File: config.mk
export PLATFORM = sky130hd
export DESIGN_NAME = ge_wnaf_recoder_flat
export DESIGN_NICKNAME = d
export VERILOG_FILES = /design/src/rtl/ge_wnaf_recoder_if.sv /design/src/rtl/ge_wnaf_recoder.sv /design/src/flat_wrapper.sv
export SDC_FILE = /design/constraint.sdc
export NUM_CORES = 2
export LEC_CHECK = 0
export CAP_MARGIN = 5
export CORE_AREA = 2 2 372 374
export CTS_BUF_LIST = sky130_fd_sc_hd__clkbuf_16
export CTS_CLUSTER_DIAMETER = 50
export DETAILED_ROUTE_END_ITERATION = 10
export DIE_AREA = 0 0 374 376
export PLACE_DENSITY_LB_ADDON = 0.15
export SYNTH_ARGS = -nofsm -noshare
export SYNTH_HDL_FRONTEND = slang
export SYNTH_SLANG_ARGS = --single-unit
export TNS_END_PERCENT = 10
File: constraint.sdc
create_clock -name clk -period 16.2 [get_ports clk]
set_input_delay 3.24 -clock clk [delete_from_list [all_inputs] [get_ports clk]]
set_output_delay 3.24 -clock clk [all_outputs]
set_load 0.03 [all_outputs]
File: src/rtl/ge_wnaf_recoder_if.sv
`default_nettype none
// ============================================================================
//  Module      : ge_wnaf_recoder_if
//  Description : Request / digit-stream bundle for the wNAF scalar recoder.
//                master : drives start/scalar, observes status and digit writes
//                slave  : the recoder itself
//    start        request pulse, accepted while busy=0
//    scalar       NCH packed scalars, channel c at [c*NBITS +: NBITS]
//    busy         digits are being produced
//    done         one-cycle pulse after the final digit write
//    slide_we     shared digit write strobe
//    slide_waddr  digit index (weight 2^index)
//    slide_din    NCH packed signed digits, channel c at [c*DW +: DW]
//  Revision    : 1.0  initial release
// ============================================================================
interface ge_wnaf_recoder_if #(
    parameter int NBITS = 256,
    parameter int NCH   = 2,
    parameter int DW    = 8,
    parameter int AW    = $clog2(NBITS + 1)
);
    logic                  start;
    logic [NCH*NBITS-1:0]  scalar;
    logic                  busy;
    logic                  done;
    logic                  slide_we;
    logic [AW-1:0]         slide_waddr;
    logic [NCH*DW-1:0]     slide_din;

    modport master (
        output start, scalar,
        input  busy, done, slide_we, slide_waddr, slide_din
    );

    modport slave (
        input  start, scalar,
        output busy, done, slide_we, slide_waddr, slide_din
    );
endinterface
`default_nettype wire

File: src/rtl/ge_wnaf_recoder.sv
`default_nettype none
// ============================================================================
//  Module      : ge_wnaf_recoder
//  Description : Recodes NCH scalars in lockstep into signed width-WIN NAF
//                digits, one digit per cycle per channel, streamed into the
//                slide digit RAM write ports. Every run writes all NBITS+1
//                entries, so the RAM never needs clearing.
//  Ports       : clk, rst (sync, active high)
//                bus (slave modport): start/scalar in; busy, done,
//                slide_we, slide_waddr, slide_din out (all registered)
//  Revision    : 1.0  initial release
// ============================================================================
module ge_wnaf_recoder #(
    parameter int NBITS = 256,
    parameter int WIN   = 5,
    parameter int NCH   = 2,
    parameter int DW    = 8
) (
    input  wire logic           clk,
    input  wire logic           rst,
    ge_wnaf_recoder_if.slave    bus
);

    localparam int NDIG = NBITS + 1;
    localparam int AW   = $clog2(NDIG);

    localparam logic [0:0] S_IDLE = 1'b0;
    localparam logic [0:0] S_RUN  = 1'b1;

    localparam logic [AW-1:0] c_LAST_IDX = AW'(NDIG - 1);

    generate
        if (WIN < 2 || WIN > DW) begin : g_bad_win
            $error("ge_wnaf_recoder: WIN must lie in 2..DW");
        end
    endgenerate

    logic [0:0]          r_state;
    logic [NBITS:0]      r_k [NCH];   // remaining value incl. carry bit
    logic [AW-1:0]       r_idx;
    logic                r_busy;
    logic                r_done;
    logic                r_we;
    logic [AW-1:0]       r_waddr;
    logic [NCH*DW-1:0]   r_din;

    logic [DW-1:0]       w_d     [NCH];
    logic [NBITS:0]      w_knext [NCH];

    generate
        for (genvar c = 0; c < NCH; c++) begin : g_ch
            logic [WIN-1:0] w_m;
            logic [NBITS:0] w_half_d;

            assign w_m = r_k[c][WIN-1:0];

            // For odd k the digit is simply the low window read as a
            // WIN-bit two's complement number: m >= 2^(WIN-1) maps to m-2^WIN.
            assign w_d[c] = r_k[c][0] ? DW'($signed(w_m)) : '0;

            // (k - d) >> 1 without the wide intermediate: with k and d both
            // odd, (k-d)/2 = floor(k/2) - floor(d/2), and floor(d/2) is the
            // arithmetic shift of the signed window, i.e. its top WIN-1 bits.
            assign w_half_d   = r_k[c][0] ? (NBITS+1)'($signed(w_m[WIN-1:1])) : '0;
            assign w_knext[c] = (r_k[c] >> 1) - w_half_d;
        end
    endgenerate

    always_ff @(posedge clk) begin
        if (rst) begin
            r_state <= S_IDLE;
            r_idx   <= '0;
            r_busy  <= 1'b0;
            r_done  <= 1'b0;
            r_we    <= 1'b0;
            r_waddr <= '0;
            r_din   <= '0;
            for (int c = 0; c < NCH; c++) begin
                r_k[c] <= '0;
            end
        end else begin
            r_done <= 1'b0;
            case (r_state)
                S_IDLE: begin
                    r_we   <= 1'b0;
                    // The first IDLE edge after a run is the one that retires
                    // the final write, so the strobe doubles as the done cue.
                    r_done <= r_we;
                    if (bus.start) begin
                        for (int c = 0; c < NCH; c++) begin
                            r_k[c] <= {1'b0, bus.scalar[c*NBITS +: NBITS]};
                        end
                        r_idx   <= '0;
                        r_busy  <= 1'b1;
                        r_state <= S_RUN;
                    end
                end
                S_RUN: begin
                    r_we    <= 1'b1;
                    r_waddr <= r_idx;
                    for (int c = 0; c < NCH; c++) begin
                        r_din[c*DW +: DW] <= w_d[c];
                        r_k[c]            <= w_knext[c];
                    end
                    r_idx <= r_idx + 1'b1;
                    if (r_idx == c_LAST_IDX) begin
                        r_busy  <= 1'b0;
                        r_state <= S_IDLE;
                    end
                end
                default: begin
                    r_state <= S_IDLE;
                end
            endcase
        end
    end

    assign bus.busy        = r_busy;
    assign bus.done        = r_done;
    assign bus.slide_we    = r_we;
    assign bus.slide_waddr = r_waddr;
    assign bus.slide_din   = r_din;

endmodule
`default_nettype wire

File: src/flat_wrapper.sv
// flat-port wrapper written by rule: the top's interface ports become plain ports
module ge_wnaf_recoder_flat 
#(
    parameter int NBITS = 256,
    parameter int WIN   = 5,
    parameter int NCH   = 2,
    parameter int DW    = 8
)
  (clk, rst, bus_start, bus_scalar, bus_busy, bus_done, bus_slide_we, bus_slide_waddr, bus_slide_din);
  ge_wnaf_recoder_if #(.NBITS(NBITS), .NCH(NCH), .DW(DW)) bus_i ();
  input  wire logic clk;
  input  wire logic rst;
  input wire logic [$bits(bus_i.start)-1:0] bus_start;
  input wire logic [$bits(bus_i.scalar)-1:0] bus_scalar;
  output wire logic [$bits(bus_i.busy)-1:0] bus_busy;
  output wire logic [$bits(bus_i.done)-1:0] bus_done;
  output wire logic [$bits(bus_i.slide_we)-1:0] bus_slide_we;
  output wire logic [$bits(bus_i.slide_waddr)-1:0] bus_slide_waddr;
  output wire logic [$bits(bus_i.slide_din)-1:0] bus_slide_din;
  assign bus_i.start = bus_start;
  assign bus_i.scalar = bus_scalar;
  assign bus_busy = bus_i.busy;
  assign bus_done = bus_i.done;
  assign bus_slide_we = bus_i.slide_we;
  assign bus_slide_waddr = bus_i.slide_waddr;
  assign bus_slide_din = bus_i.slide_din;
  ge_wnaf_recoder #(.NBITS(NBITS), .WIN(WIN), .NCH(NCH), .DW(DW)) u_core (.clk(clk), .rst(rst), .bus(bus_i));
endmodule
# After elaboration in Yosys (flattened, before gate mapping)
# Memories as Yosys holds them, arrays and structs flattened.
# Cells that the tools add are included.
op_classes:
  n_mux: 25
  n_addsub: 3
  eq_ne: 3
  bitwise: 5
  n_reduce_logical: 2
op_table:
  columns: ["cell", "n"]
  rows:
  - ["2-to-1 mux 257 bit", 6]
  - ["subtractor 256 x 257 -> 257 bit", 2]
  - ["case mux 9 bit (2 select lines)", 1]
  - ["2-to-1 mux 8 bit", 2]
  - ["2-to-1 mux 1 bit", 12]
  - ["adder 9 x 1 -> 9 bit (second input constant)", 1]
  - ["== test 9 bit (second input constant)", 1]
  - ["2-to-1 mux 9 bit", 1]
  - ["case mux 1 bit (2 select lines)", 3]
  - ["inequality test 2 bit (second input constant)", 2]
  - ["OR 1 bit", 4]
  - ["AND reduction 2 bit", 1]
  - ["OR reduction 2 bit", 1]
  - ["inverter 1 bit", 1]
word_totals:
  register_bits: 38
  out_inout_bits: 28
  in_bits: 515
  mem_count: 1
  ramBits: 514
memory_table:
  columns: ["memory", "words", "word_bits", "rd", "rd_ports_with_merged_regs", "wr", "line", "source"]
  rows:
  - ["u_core.r_k", 2, 257, 2, 0, 2, "ge_wnaf_recoder.sv:39", "logic [NBITS:0] r_k [NCH];"]

# Depth between registers and ports, before layout
depth:
  ltp_word: 6
  depth_mapped: 19
  ltp_nobuf: 17

# Worst setup path after synthesis
# OpenSTA, ideal clock, no wires.
synth_timing:
  kind: "input to register"
  startpoint: "in rst"
  endpoint: "mem u_core.r_k[0][0] (netlist bit) (enable)"
  t_arrival_ns: 13.221
  setup_slack_ns: 2.117
  required_ns: 15.339
  setup_ns: 0.861
  stages: 2
  n_path_buf: 0
  path_cell_list: "nor3_1 -> inv_1"
synth_rtl:
  columns: ["item", "line", "source"]
  rows:
  - ["from (decl)", "flat_wrapper.sv:12", "input wire logic rst;"]
  - ["to (decl)", "ge_wnaf_recoder.sv:39", null]

==> out/qor.txt <==
Fillers: 13500
Fin Setup TNS: 0 ps
Drt wl/cell: 24.9 um
Worst-Skew Late Latency: 730 ps
Worst Setup End Kind: flip-flop
Antenna-violating nets left: 0
# IOs: 543
RSZ-0062 raised after global routing: no
Critical path origin: u_core.r_k[0][257]
First DRT Iteration DRCs: 7194
Clk sinks: 546
Number of global-route vias before repair: 59300
Layout cell share with drive strength beyond 1: 0.0396
R2R setup slack: 8520 ps
Xor and xnor area share after synthesis: 0.0738
Fmax: 0.130 GHz
Worst Path Arrival: 8120 ps
R2r startpoint: u_core.r_k[0][257]
Die ar.: 0.141 sq mm
Cell area after synthesis: 0.0597 sq mm
Ys flop type: edfxtp_1
Synth area leader: edfxtp_1
Post-synth EDFFs: 514
I/O Buffers: 542
Total grt overflow: 0
Fin Hold WS: 486 ps
R2r endpoint: u_core.r_k[0][476]
P_leak: 28.1 nW
GP Congestion: 1.05
Largest cells by area after synthesis: edfxtp_1 26%, ha_1 12%, a21oi_1 8.2%
CTS buffer count: 96
VDD IR-drop max: 0.000100 V
HP Class: reg2reg
Clock-pin slew on the worst setup and hold paths: 60 ps
Adder-cell area share of the yosys netlist: 0.119
Minimum clock period: 7680 ps
Max transition margin: 0.0728
Area growth, synth to finish: 16.3%
Post-Layout Cell Count: 9996
Leading cell type by number of instances after synthesis: nand2_1
Yosys warning count: 0
Dpl ws: 8700 ps
Total Nets Final: 9199
Share of the synthesized area in the top cell type: 0.259
Core Footprint: 0.137 sq mm
Final setup margin: 8520 ps
Initial antenna violation count: 18
Post-synth ARST share: 0
Slew at the pin closest to its max-slew limit: 1380 ps
Post-Route WL: 249000 um
Outcome: completed
Netlist cell types: 107
Synth Area in Compound Gates: 0.301
Drt drc: 0
Post-CTS setup buffer count: 0
Largest family of logic cells by synthesized area: compound AO/OA/AOI/OAI gates
Skew final: 42.2 ps
Cell count after synthesis: 7807
Hold buffer count at cts: 0
Sequential element share of the synthesized area: 0.269
Reg2Reg Depth: 17
Synth cell count leaders: 1239 x nand2_1, 977 x a21oi_1, 968 x o21ai_0
CTS root buffer: clkbuf_16
Sw Share: 0.503
Worst-path fanout max: 58
H-tree depth: 3
Flop pwr share: 0.181
Routed vias/inst: 6.26
TritonRoute pass-1 iters: 7
Part of the cycle the worst path needs: 0.474
Via Count: 62600
Initial core utilization: 0.437
Worst Setup EP: u_core.r_k[0][476]
Placed Cells incl. Taps: 9812
CTS tree: built
Die H: 376 um
Final setup viols: 0
Final hold violation count: 0
Post-CTS sizing: 0
Die W: 374 um
Multiplexer area fraction after synthesis: 0.00239
Global-route wire length before repair: 370000 um
Detailed placement HPWL: 202000 um
Share of synthesized cell area in and, or, nand and nor gates: 0.199
Combinational Power Share: 0.632
CP required: 16640 ps
Largest net degree at the start of global routing: 205
Mean Syn Cell Area: 7.65 sq um
Hold Path Stages: 2
Final non-filler cell area: 0.0694 sq mm
Max_cap viols: 0
Num rows: 136
Max-slew violations: 0
Sw power: 0.00547 W
P_int: 0.00541 W
Total Routing Usage GR: 0.340
Startpoint types: flip-flop
Clk buf depth: 3
Seq cells post-synth: 546
WS Path Type: reg2reg
Placed Area: 0.0663 sq mm
Pwr dens: 157 mW/mm^2
Clk pwr share: 0.187
## routing by layer
metal	track usage	share of wire
met1	0.491	0.45
met2	0.512	0.42
met3	0.0558	0.088
met4	0.115	0.038
met5	0	0.00035
## area by class of cell
type | instances | area, sq um | share of cell area
Antenna cell | 3 | 7.51 | 0.000108
Clock buffer | 98 | 2450 | 0.0353
Clock inverter | 83 | 712 | 0.0103
Inverter | 181 | 687 | 0.00989
Multi-Input combinational cell | 6716 | 41500 | 0.598
Sequential cell | 546 | 16100 | 0.232
Tap cell | 1794 | 2240 | 0.0323
Timing Repair Buffer | 575 | 5720 | 0.0823
## worst min path at each step
stage | slack, ps | endpoint | startpoint
2_1_floorplan | 490 | u_core.r_idx[3] | u_core.r_idx[3]
3_5_place_dp | 470 | u_core.bus.slide_din[1] | u_core.bus.slide_din[1]
5_1_grt | 510 | u_core.bus.slide_din[1] | u_core.bus.slide_din[1]
4_1_cts | 480 | u_core.bus.slide_din[1] | u_core.bus.slide_din[1]
3_3_place_gp | 460 | u_core.bus.slide_din[10] | u_core.bus.slide_din[10]
6_report | 490 | u_core.bus.slide_din[1] | u_core.bus.slide_din[1]
## through the flow
stage	util	power, W
finish	0.508	0.0109
global route	0.508	0.0115
CTS	0.508	0.0107
detailed placement	0.485	0.00863
global placement	0.485	0.00867
floorplan	-	0.00655
## registers in the layout, indices dropped and copies added, names as in the netlist
register / count
u_core.bus.slide_we: 1
u_core.bus.busy: 1
u_core.bus.done: 1
u_core.bus.slide_din: 10
u_core.bus.slide_waddr: 9
u_core.r_idx: 9
u_core.r_k: 514
u_core.r_state: 1
## power groups by stage
stage / sequential, W / clock (W) / combinational (W)
floorplan: 0.00196 / 0 / 0.00460
detailed placement: 0.00198 / 0 / 0.00665
finish: 0.00197 / 0.00204 / 0.00688
global placement: 0.00199 / 0 / 0.00669
CTS: 0.00196 / 0.00207 / 0.00669
global route: 0.00199 / 0.00212 / 0.00743
## cells in the final DEF, fill, tap and decap left out, types with 25 or more instances in the layout
master           netlist  routed
o21ai_0              968     968
nor4_1                55      55
o21bai_1             228     228
edfxtp_1             514     514
clkdlybuf4s50_1        0     541
xnor2_1              309     309
or3_1                 31      31
o21a_1                65      65
o21ai_1               46      46
o211ai_1              29      29
a211oi_1              25      25
a31oi_1               47      47
a21boi_0              41      41
nand4_1              285     285
xor2_1               194     194
a22o_1                29      29
clkbuf_16              0      98
inv_1                180     185
buf_4                  6      29
nand3_1               98      98
a21oi_1              977     977
nand2b_1              39      38
a221oi_1              26      26
and3_1                32      32
ha_1                 568     568
a21o_1               267     267
nor3_1               122     122
dfxtp_1               32      31
nor2b_1               30      30
or2_2                 31      31
nand2_1             1239    1237
nor2_1               598     598
o31ai_1               46      46
## critical path, stage by stage (launching register included)
cell and delay [ps]:
edfxtp_1 560, nand2_4 250, buf_4 620, buf_4 710, ha_1 430, nand4_1 210
nor3_1 620, nand3_1 140, o31ai_1 780, a21bo_2 370, nand2_1 140, a21boi_0 760
nand3_1 250, o31ai_1 700, nor3b_1 400, a21oi_1 160, xnor2_1 150, o21ai_0 80
## logic make-up (layout without fill, tap and decap cells)
| family | count (synthesis) | after routing |
|---|---|---|
| muxes | 14 | 14 |
| xor gates and xnor gates | 503 | 503 |
| buffers and inverters | 546 | 937 |
| and+or+nand+nor | 2647 | 2647 |
| AOI/OAI and AO/OA | 2982 | 2982 |
| other | 1 | 5 |
| DFF | 546 | 546 |
| adders and majority gates | 568 | 568 |
Power figures use the tool's default switching activity.
